### src/rtl/udp_rx.sv
// GMII receive parser: validates preamble/SFD, Ethernet, IPv4 and UDP headers,
// then packs the UDP payload big-endian into 32-bit words for the loopback buffer.
module udp_rx #(
  parameter logic [47:0] BOARD_MAC = 48'h00_11_22_33_44_55,
  parameter logic [31:0] BOARD_IP  = 32'hC0_A8_00_02
) (
  input  logic        gmii_rxc,
  input  logic        rst_n,
  input  logic        gmii_rxdv,
  input  logic [7:0]  gmii_rxd,
  output logic        rec_en,
  output logic [31:0] rec_data,
  output logic        rec_pkt_done,
  output logic [15:0] rec_byte_num,
  output logic [47:0] src_mac,
  output logic [31:0] src_ip,
  output logic [15:0] src_port
);

  // Handshake: rec_en and rec_pkt_done are one-cycle strobes with no back-pressure;
  // rec_data is valid only while rec_en=1, rec_byte_num/src_* are valid from
  // rec_pkt_done until the next accepted frame.

  typedef enum logic [2:0] {
    IDLE     = 3'd0,
    PREAMBLE = 3'd1,
    ETH_HEAD = 3'd2,
    IP_HEAD  = 3'd3,
    UDP_HEAD = 3'd4,
    RX_DATA  = 3'd5,
    RX_END   = 3'd6
  } state_t;

  state_t state, next_state;

  logic [15:0] cnt;
  logic [47:0] eth_dst;
  logic [7:0]  type_hi;
  logic [5:0]  ip_hlen;
  logic [23:0] ip_dst;
  logic [7:0]  len_hi;
  logic [15:0] data_len;
  logic [23:0] acc;
  logic [47:0] mac_sh;
  logic [31:0] ip_sh;
  logic [15:0] port_sh;

  logic        dst_mac_ok;
  logic        eth_ok;
  logic [15:0] udp_len;
  logic        ip_hdr_last;
  logic        last_byte;
  logic        word_end;

  assign dst_mac_ok  = (eth_dst == BOARD_MAC) || (eth_dst == {48{1'b1}});
  assign eth_ok      = dst_mac_ok && ({type_hi, gmii_rxd} == 16'h0800);
  assign udp_len     = {len_hi, gmii_rxd};
  assign ip_hdr_last = (cnt == ({10'd0, ip_hlen} - 16'd1));
  assign last_byte   = (cnt == (data_len - 16'd1));
  assign word_end    = (cnt[1:0] == 2'd3) || last_byte;

  always_ff @(posedge gmii_rxc) begin
    if (!rst_n) state <= IDLE;
    else        state <= next_state;
  end

  always_comb begin
    next_state = state;
    case (state)
      IDLE: begin
        // A non-preamble byte on an idle line means we joined mid-frame.
        if (gmii_rxdv) next_state = (gmii_rxd == 8'h55) ? PREAMBLE : RX_END;
      end
      PREAMBLE: begin
        if (!gmii_rxdv) next_state = IDLE;
        else if (cnt == 16'd7) next_state = (gmii_rxd == 8'hD5) ? ETH_HEAD : RX_END;
        else if (gmii_rxd != 8'h55) next_state = RX_END;
      end
      ETH_HEAD: begin
        if (!gmii_rxdv) next_state = IDLE;
        else if (cnt == 16'd13) next_state = eth_ok ? IP_HEAD : RX_END;
      end
      IP_HEAD: begin
        if (!gmii_rxdv) next_state = IDLE;
        else if (cnt == 16'd0 && (gmii_rxd[7:4] != 4'd4 || gmii_rxd[3:0] < 4'd5))
          next_state = RX_END;
        else if (cnt == 16'd9 && gmii_rxd != 8'd17) next_state = RX_END;
        else if (cnt == 16'd19 && {ip_dst, gmii_rxd} != BOARD_IP) next_state = RX_END;
        else if (ip_hdr_last) next_state = UDP_HEAD;
      end
      UDP_HEAD: begin
        if (!gmii_rxdv) next_state = IDLE;
        else if (cnt == 16'd5 && udp_len < 16'd8) next_state = RX_END;
        else if (cnt == 16'd7) next_state = (data_len == 16'd0) ? RX_END : RX_DATA;
      end
      RX_DATA: begin
        if (!gmii_rxdv) next_state = IDLE;
        else if (last_byte) next_state = RX_END;
      end
      RX_END: begin
        if (!gmii_rxdv) next_state = IDLE;
      end
      default: next_state = IDLE;
    endcase
  end

  always_ff @(posedge gmii_rxc) begin
    if (!rst_n) begin
      cnt          <= 16'd0;
      eth_dst      <= 48'd0;
      type_hi      <= 8'd0;
      ip_hlen      <= 6'd0;
      ip_dst       <= 24'd0;
      len_hi       <= 8'd0;
      data_len     <= 16'd0;
      acc          <= 24'd0;
      mac_sh       <= 48'd0;
      ip_sh        <= 32'd0;
      port_sh      <= 16'd0;
      rec_en       <= 1'b0;
      rec_data     <= 32'd0;
      rec_pkt_done <= 1'b0;
      rec_byte_num <= 16'd0;
      src_mac      <= 48'd0;
      src_ip       <= 32'd0;
      src_port     <= 16'd0;
    end else begin
      rec_en       <= 1'b0;
      rec_pkt_done <= 1'b0;

      // The first preamble byte is consumed in IDLE, so PREAMBLE starts at 1.
      if (next_state != state)
        cnt <= (state == IDLE && next_state == PREAMBLE) ? 16'd1 : 16'd0;
      else if (gmii_rxdv)
        cnt <= cnt + 16'd1;

      if (gmii_rxdv) begin
        case (state)
          ETH_HEAD: begin
            if (cnt < 16'd6)       eth_dst <= {eth_dst[39:0], gmii_rxd};
            else if (cnt < 16'd12) mac_sh  <= {mac_sh[39:0], gmii_rxd};
            else if (cnt == 16'd12) type_hi <= gmii_rxd;
          end
          IP_HEAD: begin
            if (cnt == 16'd0) ip_hlen <= {gmii_rxd[3:0], 2'b00};
            if (cnt >= 16'd12 && cnt <= 16'd15) ip_sh <= {ip_sh[23:0], gmii_rxd};
            if (cnt >= 16'd16 && cnt <= 16'd18) ip_dst <= {ip_dst[15:0], gmii_rxd};
          end
          UDP_HEAD: begin
            if (cnt < 16'd2)  port_sh <= {port_sh[7:0], gmii_rxd};
            if (cnt == 16'd4) len_hi <= gmii_rxd;
            if (cnt == 16'd5) data_len <= udp_len - 16'd8;
            if (cnt == 16'd7 && data_len == 16'd0) begin
              rec_pkt_done <= 1'b1;
              rec_byte_num <= data_len;
              src_mac      <= mac_sh;
              src_ip       <= ip_sh;
              src_port     <= port_sh;
            end
          end
          RX_DATA: begin
            acc <= {acc[15:0], gmii_rxd};
            if (word_end) begin
              rec_en <= 1'b1;
              // A short final word is left-justified with zero fill.
              case (cnt[1:0])
                2'd0: rec_data <= {gmii_rxd, 24'd0};
                2'd1: rec_data <= {acc[7:0], gmii_rxd, 16'd0};
                2'd2: rec_data <= {acc[15:0], gmii_rxd, 8'd0};
                2'd3: rec_data <= {acc, gmii_rxd};
                default: rec_data <= 32'd0;
              endcase
            end
            if (last_byte) begin
              rec_pkt_done <= 1'b1;
              rec_byte_num <= data_len;
              src_mac      <= mac_sh;
              src_ip       <= ip_sh;
              src_port     <= port_sh;
            end
          end
          default: ;
        endcase
      end
    end
  end

endmodule

### config.mk
export PLATFORM = sky130hd
export DESIGN_NAME = udp_rx
export DESIGN_NICKNAME = d
export VERILOG_FILES = /design/src/rtl/udp_rx.sv
export SDC_FILE = /design/constraint.sdc
export NUM_CORES = 1
export LEC_CHECK = 0
export ABC_CLOCK_PERIOD_IN_PS = 3370
export BUFFER_PORTS_ARGS = -buffer_cell sky130_fd_sc_hd__buf_4
export CAP_MARGIN = 20
export CORE_MARGIN = 3
export CORE_UTILIZATION = 59
export CTS_CLUSTER_SIZE = 28
export DETAILED_ROUTE_END_ITERATION = 10
export HOLD_SLACK_MARGIN = 0.03
export PLACE_DENSITY = 0.89
export SYNTH_ARGS = -nofsm -noshare
export SYNTH_HDL_FRONTEND = slang
export SYNTH_SLANG_ARGS = --single-unit
### constraint.sdc
create_clock -name gmii_rxc -period 3.37 [get_ports gmii_rxc]
set_input_delay 0.674 -clock gmii_rxc [delete_from_list [all_inputs] [get_ports gmii_rxc]]
set_output_delay 0.674 -clock gmii_rxc [all_outputs]
set_load 0.05 [all_outputs]
==> results <==
- After synthesis, the share of flip-flops with an asynchronous set or reset is 0.
- Across the whole layout, storage elements account for just under 0.008 mm2.
- After detailed routing, the average wire length per cell comes to 17.42 um.
- The tightest hold path in the finished design has a slack of 0.4525 ns.
- The worst setup path category is reg -> reg.
- The via count of the first global-routing pass is 13.83k.
- The total iterations of the first detailed-routing run is 9.
- For this design the ratio of total power to cell area is approximately 480 mW/mm2.
- The number of maximum-capacitance violations is 0.
- The minimum clock period after layout is between 3 and 4 ns.
- The share of total power dissipated in combinational logic is 0.032.
- By area, the combinational part of the netlist is dominated by simple AND/OR/NAND/NOR gates.
- The utilization of the core after routing is 0.7082.
- The largest voltage drop on the vdd net is 0.3708 mV.
- Of the total power, the share spent switching nets is 0.2149.
- The die extent in y is 175.1 um.
- STA classifies the critical path endpoint as a flop.
- The library cells used most frequently in the layout, excluding fill and tap cells, are nand2_1, dfxtp_1, buf_4.
- The placed instance area is 0.01837 mm2.
- The largest area contributor in the netlist is dfxtp_1.
- The count of pins on the block boundary is between 150 and 200.
- The analysis attributes to cell leakage a power of 7.355 nW.
- Fill cells in the final layout number 2057.
- After clock tree synthesis, the clock-pin slew on the worst setup and hold paths is 0.06 ns.
- The quantity of I/O buffers inserted on ports is around 160.
- The TritonCTS sink count is 393.
- The number of antenna violations at the first check in global routing is 0.
- The cell sitting at the root of the clock tree is a clkbuf_16.
- Total power for the finished layout comes to 9.488 mW.
- Yosys mapped a number of flops with a built-in enable equal to 0.
- The share of the synthesized area in compound gates (AO/OA/AOI/OAI) is 0.1849.
- The final number of hold-violating endpoints is 0.
- The post-synthesis xor/xnor area fraction is 0.02625.
- The initial core utilization is 0.6025.
- Clock skew on the completed layout was measured at between 0.02 and 0.025 ns.
- The die area is just over 0.03 mm2.
- With fillers left out, the area of the finished cells amounts to 0.01984 mm2.
- In the synthesized netlist, the number of instances is 2021.
- TritonCTS created 39 clock buffers.
- The share of the clock period used by the worst path after layout is 0.9499.
- The area growth from synthesis to layout is 17.55%.
- The share of Yosys cell area claimed by the top area cell type is 0.4662.
- The die extent in x is 175.1 um.
- The worst relative slew slack is 0.3182.
- The power share of the clock group is 0.477.
- The row count is 61.
- The path type of the worst min-delay path is reg -> reg.
- For the worst setup path, the data required time is 3.81 ns.
- For this run, the total global-route usage over all layers was measured as 0.2740.
- The worst setup path is launched from a flop.
- The global-route wire length before repair is 70380 um.
- The count of inserted antenna diode cells is 0.
- In the routed design, unresolved DRC markers number 0.
- The synthesized area per cell is 8.350 um2.
- The setup slack on the worst flop-to-flop path is 0.17 ns.
- The sum of routed wire length over all layers is 44100 um.
- The total area of multi-input combinational cells is 0.008322 mm2.
- The internal power contribution is 7.449 mW.
- Leaving out fill and tap cells, the most frequent cell in the layout is nand2_1.
- The H-tree generated during clock tree synthesis spans 2 levels.
- The count of state elements after synthesis is 393.
- Detailed placement ended at an HPWL of 28390 um.
- The worst setup slack after layout is 0.1687 ns.
- In this run, distinct cell masters in the synthesized netlist total 67.
- The sequential fraction of the synthesis area is 0.4662.
- Entering global routing, the biggest net connects 125 pins.
- Setup violations remaining at the end of the flow were counted as 0.
- The number of buffers inserted by hold repair at cts is 0.
- Of the total synthesized cell area, the portion taken by full adders, half adders and majority gates is 0.005931.
- The net count of the mapped netlist is between 2k and 2.5k.
- The pin slew with the least headroom to its limit is between 1 and 1.5 ns.
- The DRC marker count from the first detailed-route iteration is ~1.5k.
- The total number of yosys warnings is 0.
- The detail route stage leaves a number of antenna-violating nets equal to 0.
- Summed over all layers, the global routing overflow is 0.
- The TritonCTS clock tree is built.
- The max-slew violation count is 0.
- In this run the standard cell core region covers 0.02801 mm2.
- Routability-driven placement finished with a final weighted congestion of 0.9461.
- The run finished with clean final reports.
- Of all nets on the critical path, the largest fanout is 33.
- For this run, the leading register cell type out of synthesis is dfxtp_1.
- The data arrival time of the critical path is roughly 3.7 ns.
- The longest clock path from root to sink contains 3 buffers.
- In the final layout, the share of cells above drive strength 1 is 0.1454.
- In the final design database the tool counted roughly 2.1k nets.
- After synthesis, the share of cell area in mux cells is 0.02491.
- The pre-CTS setup slack is -0.01683 ns.
- In the post-synthesis netlist, the biggest area contributors are dfxtp_1, nand2_1, a21boi_0, a21boi_1, clkbuf_1.
- Of the total synthesized cell area, the portion taken by AND, OR, NAND and NOR gates is 0.2478.
- The maximum clock frequency is 0.3124 GHz.
- The via-per-instance ratio is 5.758.
- Summed over all nets, the switching power comes to just over 2 mW.
- Across all layers, the routed design uses 14.57k vias.
- The later-pin clock latency in the skew report is around 0.54 ns.
- The cell area after synthesis is 0.01688 mm2.
- The relative contribution of sequential cells to total power is 0.492.
-- final cells by class --
type | count | area share
multi-input combinational | 1456 | 0.4195
sequential | 393 | 0.3966
timing repair buffer | 223 | 0.09038
clock buffer | 47 | 0.05424
tap | 378 | 0.02384
clock inverter | 24 | 0.01356
inverter | 10 | 0.001892
-- repair_timing --
item                       CTS  global route
gates resized for setup      0             7
setup endpoints to repair    0           108
buffers inserted             0             1
-- cells in the mapped netlist, drive strengths merged (9+ instances only) --
master and n:
a222oi 16, buf 38, inv 10, dfxtp 393, nand2 658, xnor2 30, nand3 20, nor2 48
nor3 20, o211a 13, xor2 18, or3 30, nor3b 9, nor2b 58, nand4 26, a21oi 22
mux2i 42, clkbuf 124, a21boi 311, nor4 28, o21ai 15
-- per-stage QoR --
stage | cells | setup TNS [ns]
floorplan | 2021 | 0
global placement | 2456 | 0
detailed placement | 2456 | -0.01683
CTS | 2527 | 0
global route | 2531 | -0.04531
finish | 2531 | 0
-- worst paths after layout --
check / startpoint / end / cells after the start
min reg2reg: mac_sh[43] / src_mac[43] / 2
min: mac_sh[43] / src_mac[43] / 2
max: data_len[11] / src_port[0] / 11
max reg2reg: data_len[11] / src_port[0] / 11
-- power groups by stage --
stage          Sequential [mW]  Combinational, mW  Clock (mW)
5_1_grt                   4.66              0.321        4.77
6_report                  4.67              0.301        4.52
4_1_cts                   4.66              0.295        4.56
2_1_floorplan             4.76              0.211           0
3_3_place_gp              4.77              0.293           0
3_5_place_dp              4.77              0.293           0
-- routing by layer --
| metal | up-vias | wire [um] | GRT usage |
|---|---|---|---|
| met3 | 97 | 3171 | 0.04476 |
| met1 | 6958 | 18450 | 0.3664 |
| li1 | 6998 | - | - |
| met4 | 0 | 1237 | 0.09176 |
| met2 | 520 | 21250 | 0.4529 |
| met5 | - | 0 | 0 |
-- worst max-delay path, stage by stage, from the launching register on --
cell       delay [ns]
dfxtp_1          0.38
or4_4            0.58
xnor2_1          0.13
or3_1            0.32
a211oi_2         0.23
o2111ai_2        0.24
o31ai_2          0.28
buf_4            0.19
o21a_4           0.24
buf_16           0.22
nand2_1          0.10
a21boi_0         0.19
-- kinds of logic (layout without fill, tap and decap cells) --
kind of cell             count (synthesis)  after routing
AO/OA/AOI/OAI                          415            415
XOR/XNOR                                49             49
adder cells (fa/ha/maj)                  8              8
buffers and inverters                  172            304
flip-flops                             393            393
multiplexers                            42             42
AND/OR/NAND/NOR                        942            942
-- flip-flops by register name, indices dropped and copies added, names as in the netlist, 24 cells and up --
| register | count |
|---|---|
| eth_dst | 48 |
| mac_sh | 48 |
| src_mac | 48 |
| ip_sh | 32 |
| rec_data | 32 |
| src_ip | 32 |
| acc | 24 |
| ip_dst | 24 |
(Power assumes the default switching activity.)
